**src/rtl/uart_rx_if.sv**
```systemverilog
// Receive-side handshake bundle: received word with valid/ready, plus the
// single-cycle framing-error and overrun flags.
interface uart_rx_if #(
  parameter int N_DATA_BITS = 8
);
  logic [N_DATA_BITS-1:0] o_uart_data;
  logic                   o_uart_data_valid;
  logic                   i_uart_ready;
  logic                   o_uart_frame_err;
  logic                   o_uart_overrun;

  modport master (
    output o_uart_data,
    output o_uart_data_valid,
    output o_uart_frame_err,
    output o_uart_overrun,
    input  i_uart_ready
  );

  modport slave (
    input  o_uart_data,
    input  o_uart_data_valid,
    input  o_uart_frame_err,
    input  o_uart_overrun,
    output i_uart_ready
  );
endinterface

```
**src/rtl/uart_rx.sv**
```systemverilog
// Oversampling UART receiver: 2-flop line synchroniser, centre-sampling bit
// FSM driven by an OVERSAMPLE x baud tick, valid/ready output with error flags.
module uart_rx #(
  parameter int N_DATA_BITS = 8,
  parameter int OVERSAMPLE  = 16
) (
  input  logic      i_uart_clk,
  input  logic      i_uart_reset,
  input  logic      i_uart_en,
  input  logic      i_uart_rx,
  uart_rx_if.master rx_if
);

  localparam int OS_W  = $clog2(OVERSAMPLE);
  localparam int IDX_W = (N_DATA_BITS > 1) ? $clog2(N_DATA_BITS) : 1;

  localparam logic [OS_W-1:0]  OS_HALF  = OS_W'(OVERSAMPLE / 2 - 1);
  localparam logic [OS_W-1:0]  OS_LAST  = OS_W'(OVERSAMPLE - 1);
  localparam logic [IDX_W-1:0] IDX_LAST = IDX_W'(N_DATA_BITS - 1);

  typedef enum logic [2:0] {
    S_IDLE,
    S_START,
    S_DATA,
    S_STOP,
    S_BREAK
  } state_t;

  logic                   sync1_q;
  logic                   rx_s_q;
  state_t                 state_q,  state_d;
  logic [OS_W-1:0]        os_cnt_q, os_cnt_d;
  logic [IDX_W-1:0]       idx_q,    idx_d;
  logic [N_DATA_BITS-1:0] shift_q,  shift_d;
  logic [N_DATA_BITS-1:0] data_q,   data_d;
  logic                   valid_q,  valid_d;
  logic                   ferr_q,   ferr_d;
  logic                   ovr_q,    ovr_d;

  always_comb begin
    state_d  = state_q;
    os_cnt_d = os_cnt_q;
    idx_d    = idx_q;
    shift_d  = shift_q;
    data_d   = data_q;
    valid_d  = valid_q;
    ferr_d   = 1'b0;
    ovr_d    = 1'b0;

    if (valid_q && rx_if.i_uart_ready) begin
      valid_d = 1'b0;
    end

    unique case (state_q)
      S_IDLE: begin
        if (!rx_s_q) begin
          os_cnt_d = '0;
          state_d  = S_START;
        end
      end

      S_START: begin
        if (i_uart_en) begin
          if (os_cnt_q == OS_HALF) begin
            if (rx_s_q) begin
              state_d = S_IDLE;
            end else begin
              os_cnt_d = '0;
              idx_d    = '0;
              state_d  = S_DATA;
            end
          end else begin
            os_cnt_d = os_cnt_q + 1'b1;
          end
        end
      end

      S_DATA: begin
        if (i_uart_en) begin
          if (os_cnt_q == OS_LAST) begin
            // LSB arrives first, so shift right and insert at the top.
            shift_d                  = shift_q >> 1;
            shift_d[N_DATA_BITS-1]   = rx_s_q;
            os_cnt_d                 = '0;
            idx_d                    = idx_q + 1'b1;
            if (idx_q == IDX_LAST) begin
              state_d = S_STOP;
            end
          end else begin
            os_cnt_d = os_cnt_q + 1'b1;
          end
        end
      end

      S_STOP: begin
        if (i_uart_en) begin
          if (os_cnt_q == OS_LAST) begin
            if (rx_s_q) begin
              state_d = S_IDLE;
              // A handshake in this same cycle frees the slot for the new word.
              if (valid_q && !rx_if.i_uart_ready) begin
                ovr_d = 1'b1;
              end else begin
                data_d  = shift_q;
                valid_d = 1'b1;
              end
            end else begin
              ferr_d  = 1'b1;
              state_d = S_BREAK;
            end
          end else begin
            os_cnt_d = os_cnt_q + 1'b1;
          end
        end
      end

      S_BREAK: begin
        if (rx_s_q) begin
          state_d = S_IDLE;
        end
      end

      default: begin
        state_d = S_IDLE;
      end
    endcase
  end

  always_ff @(posedge i_uart_clk or negedge i_uart_reset) begin
    if (!i_uart_reset) begin
      sync1_q  <= 1'b1;
      rx_s_q   <= 1'b1;
      state_q  <= S_IDLE;
      os_cnt_q <= '0;
      idx_q    <= '0;
      shift_q  <= '0;
      data_q   <= '0;
      valid_q  <= 1'b0;
      ferr_q   <= 1'b0;
      ovr_q    <= 1'b0;
    end else begin
      sync1_q  <= i_uart_rx;
      rx_s_q   <= sync1_q;
      state_q  <= state_d;
      os_cnt_q <= os_cnt_d;
      idx_q    <= idx_d;
      shift_q  <= shift_d;
      data_q   <= data_d;
      valid_q  <= valid_d;
      ferr_q   <= ferr_d;
      ovr_q    <= ovr_d;
    end
  end

  assign rx_if.o_uart_data       = data_q;
  assign rx_if.o_uart_data_valid = valid_q;
  assign rx_if.o_uart_frame_err  = ferr_q;
  assign rx_if.o_uart_overrun    = ovr_q;

endmodule
```
**src/flat_wrapper.sv**
```systemverilog
// flat-port wrapper written by rule: the top's interface ports become plain ports
module uart_rx_flat 
#(
  parameter int N_DATA_BITS = 8,
  parameter int OVERSAMPLE  = 16
)
  (i_uart_clk, i_uart_reset, i_uart_en, i_uart_rx, rx_if_o_uart_data, rx_if_o_uart_data_valid, rx_if_o_uart_frame_err, rx_if_o_uart_overrun, rx_if_i_uart_ready);
  uart_rx_if #(.N_DATA_BITS(N_DATA_BITS)) rx_if_i ();
  input  logic i_uart_clk;
  input  logic i_uart_reset;
  input  logic i_uart_en;
  input  logic i_uart_rx;
  output wire logic [$bits(rx_if_i.o_uart_data)-1:0] rx_if_o_uart_data;
  output wire logic [$bits(rx_if_i.o_uart_data_valid)-1:0] rx_if_o_uart_data_valid;
  output wire logic [$bits(rx_if_i.o_uart_frame_err)-1:0] rx_if_o_uart_frame_err;
  output wire logic [$bits(rx_if_i.o_uart_overrun)-1:0] rx_if_o_uart_overrun;
  input wire logic [$bits(rx_if_i.i_uart_ready)-1:0] rx_if_i_uart_ready;
  assign rx_if_o_uart_data = rx_if_i.o_uart_data;
  assign rx_if_o_uart_data_valid = rx_if_i.o_uart_data_valid;
  assign rx_if_o_uart_frame_err = rx_if_i.o_uart_frame_err;
  assign rx_if_o_uart_overrun = rx_if_i.o_uart_overrun;
  assign rx_if_i.i_uart_ready = rx_if_i_uart_ready;
  uart_rx #(.N_DATA_BITS(N_DATA_BITS), .OVERSAMPLE(OVERSAMPLE)) u_core (.i_uart_clk(i_uart_clk), .i_uart_reset(i_uart_reset), .i_uart_en(i_uart_en), .i_uart_rx(i_uart_rx), .rx_if(rx_if_i));
endmodule
```
**config.mk**
```make
export PLATFORM = sky130hd
export DESIGN_NAME = uart_rx_flat
export DESIGN_NICKNAME = d
export VERILOG_FILES = /design/src/rtl/uart_rx_if.sv /design/src/rtl/uart_rx.sv /design/src/flat_wrapper.sv
export SDC_FILE = /design/constraint.sdc
export NUM_CORES = 1
export LEC_CHECK = 0
export CORE_UTILIZATION = 26
export DETAILED_ROUTE_END_ITERATION = 16
export PLACE_DENSITY = 0.39
export SYNTH_ARGS = -nofsm -noshare
export SYNTH_HDL_FRONTEND = slang
export SYNTH_SLANG_ARGS = --single-unit
```
**constraint.sdc**
```tcl
create_clock -name i_uart_clk -period 5.3 [get_ports i_uart_clk]
set_clock_uncertainty 0.1 [all_clocks]
set_input_delay 0.53 -clock i_uart_clk [delete_from_list [all_inputs] [get_ports i_uart_clk]]
set_output_delay 0.53 -clock i_uart_clk [all_outputs]
set_load 0.005 [all_outputs]
```
==> impl_results.md <==
- Status: finished clean
- Critical path's largest stage delay: 0.38 ns
- Fin util: 33.5%
- PD cells: 392 nW/um^2
- Top cells by area, synth: dfrtp_1, mux2_4, mux2_2
- Antenna diodes: 0
- Fin crit share: 37.1%
- CTS tree: built
- Detailed Routing Iterations Pass 1: 4
- Async S/R FF share, synth: 100%
- Postcts setup bufs: 0
- Slew headroom: 68.3%
- Cell chain of the critical path: ha_1 > and2_4 > and4_4 > and4_4 > mux2_4
- Pleak: around 0.79 nW
- Nets: 133
- Max-cap violations: 0
- Fill count: 519
- RSZ-0062 raised after global routing: no
- H-tree depth: 2
- Core area: 5200 um^2
- Worst Setup Start Kind: flip-flop
- Worst slew pin tran: 0.474 ns
- Post-CTS sizing: 0
- Overall Global Routing Usage: 9.98%
- Die Width: around 76 um
- Post-synth top area cell: dfrtp_1
- Setup CP Type: reg -> reg
- CP max FO: 8
- Share of the synthesized area in the top cell type: 50.7%
- Setup TNS: 0 ns
- DRC: 0
- Starting DRT DRC Count: 41
- First-pass GRT wire length: around 4400 um
- Clk pin slew, worst setup/hold paths: 0.07 ns
- CTS Root Cell: clkbuf_8
- Bufs on Longest Clock Path: 2
- I/O Pins: 16
- Routed len/inst: 13.0 um
- Congestion Overflow GR: 0
- Rows: 26
- Seq/Total Area, Yosys: a little over half
- Placed cells: 188
- Yosys warning count: 0
- Post-Syn Instances: about 110
- Largest net degree at the start of global routing: 32
- Synth cell count leaders: dfrtp_1, mux2_2, mux2_4
- Primary FF master, synth: dfrtp_1
- Final GP Congestion: 0.792
- Layout cell share with drive strength beyond 1: 28.6%
- Final Hold Viols: 0
- Post-route ant nets: 0
- Flops & latches, synth: 31
- Initial core utilization: 27.5%
- Initial antenna violation count: 0
- Area occupied by multi-input gates: 592 um^2
- Clk Latency, worst-skew pair: 0.28 ns
- Vias in the first global route: 891
- FMAX: 0.509 GHz
- Crit path max-delay cell type: dfrtp_1
- Die area: 5810 um^2
- HPWL Detailed: between 1500 and 2000 um
- Syn_area_per_cell: 13.1 um^2
- Clk sink count: 31
- CP endpoint kind: flip-flop
- EDFF count, synth: 0
- Layout Cells excl Fill: ~200
- Syn nets: 117
- Pins Over Slew Limit: 0
- Post-Syn Area: 1430 um^2
- Peak supply drop: 0.150 mV
- Area grow syn2layout: 21.9%
- Seq. cell area: 778 um^2
- Port buffer count: 15
- Crit path DAT: 2.03 ns
- Hold Path Class: reg -> reg
- Final WL: 2560 um
- Hold buffers post-CTS: 0
- Count leader, synth: dfrtp_1
- Final Critical Period: slightly below 2 ns
- Total number of vias: between 800 and 900
- Die Ht: 76.2 um
- Critical path's most frequent cell: and4_4
- Vias per cell: 4.45
- CTS Buf Count: 5
- Endpoints failing setup: 0
- CP required: 5.36 ns
- Yosys cell types: 40
cell families (layout without fill, tap and decap cells):
| group | after synthesis | after routing | share of synthesized area (%) |
|---|---|---|---|
| DFF | 31 | 31 | 54.4 |
| and+or+nand+nor | 27 | 27 | 11.3 |
| AOI/OAI and AO/OA | 19 | 19 | 10.7 |
| muxes | 18 | 18 | 16.2 |
| buffers and inverters | 10 | 27 | 4.28 |
| adders and majority gates | 3 | 3 | 2.62 |
| xor gates and xnor gates | 1 | 1 | 0.612 |
per-layer routing:
layer  global-route usage, %  wire, um  share of wire [%]  up-vias
met5                       0         0                  0        -
met4                    5.19        44                1.7        0
met3                    3.71       115                4.5        4
met2                    15.3      1190                 47       18
met1                    12.2      1200                 47      421
li1                        -         -                  -      429
worst max-delay path, delay by kind of cell, from the launching register on:
kind                       cells  cell delay, ns
muxes                          1            0.32
adders and majority gates      1            0.25
DFF                            1            0.38
and+or+nand+nor                3            0.80
final timing paths:
kind,startpoint,end,slack [ns],depth (start not counted)
min in group asynchronous,i_uart_reset,u_core.rx_if.o_uart_data[0],0.55,2
worst min register to register,u_core.sync1_q,u_core.rx_s_q,0.26,0
worst min-delay path,u_core.sync1_q,u_core.rx_s_q,0.26,0
worst max register to register,u_core.os_cnt_q[1],u_core.rx_if.o_uart_data[6],3.33,5
max in group asynchronous,i_uart_reset,u_core.rx_s_q,4.21,2
worst max-delay path,u_core.os_cnt_q[1],u_core.rx_if.o_uart_data[6],3.33,5
state kept, by name, summed over array words and instances, names as in the netlist:
register,cells
u_core.rx_if.o_uart_frame_err,1
u_core.rx_if.o_uart_data_valid,1
u_core.shift_q,8
u_core.rx_if.o_uart_overrun,1
u_core.sync1_q,1
u_core.idx_q,3
u_core.rx_if.o_uart_data,8
u_core.state_q,3
u_core.os_cnt_q,4
u_core.rx_s_q,1
stage by stage:
| step | setup WS [ns] | cell area (um^2) | total power, mW | hold WS [ns] |
|---|---|---|---|---|
| 4_1_cts | 3.33 | 1740 | 0.694 | 0.257 |
| 6_report | 3.33 | 1740 | 0.684 | 0.256 |
| 3_5_place_dp | 3.05 | 1630 | 0.449 | 0.247 |
| 3_3_place_gp | 3.11 | 1630 | 0.449 | 0.249 |
| 5_1_grt | 3.22 | 1740 | 0.729 | 0.264 |
| 2_1_floorplan | 3.46 | 1430 | 0.419 | 0.134 |
power by group:
group          internal, mW  leakage [nW]  total [mW]  switching (mW)
clock network         0.152        0.0612       0.239          0.0871
logic                0.0693         0.318       0.138          0.0684
registers             0.263         0.411       0.308          0.0443
cell type report:
class | count | area share, %
well taps | 70 | 5.02
clock inverters | 2 | 2.01
multi-input cells | 68 | 33.9
flip-flops and latches | 31 | 44.6
clock buffers | 6 | 4.73
repair buffers | 16 | 9.04
inverters | 3 | 0.646
layout by cell type (no fill, tap or decap), types with 2 or more instances in the layout:
| cell | n |
|---|---|
| inv_1 | 3 |
| clkdlybuf4s50_1 | 15 |
| nand2_1 | 7 |
| clkbuf_8 | 6 |
| a21oi_1 | 2 |
| nor2_1 | 5 |
| o21ai_0 | 2 |
| mux2_2 | 9 |
| dfrtp_1 | 29 |
| a22o_1 | 2 |
| ha_1 | 3 |
| nor2b_1 | 2 |
| a32o_1 | 2 |
| mux2_4 | 8 |
| nand3_1 | 2 |
| and4_4 | 2 |
| dfstp_2 | 2 |
Note: power is estimated with default switching activity, not from simulation.
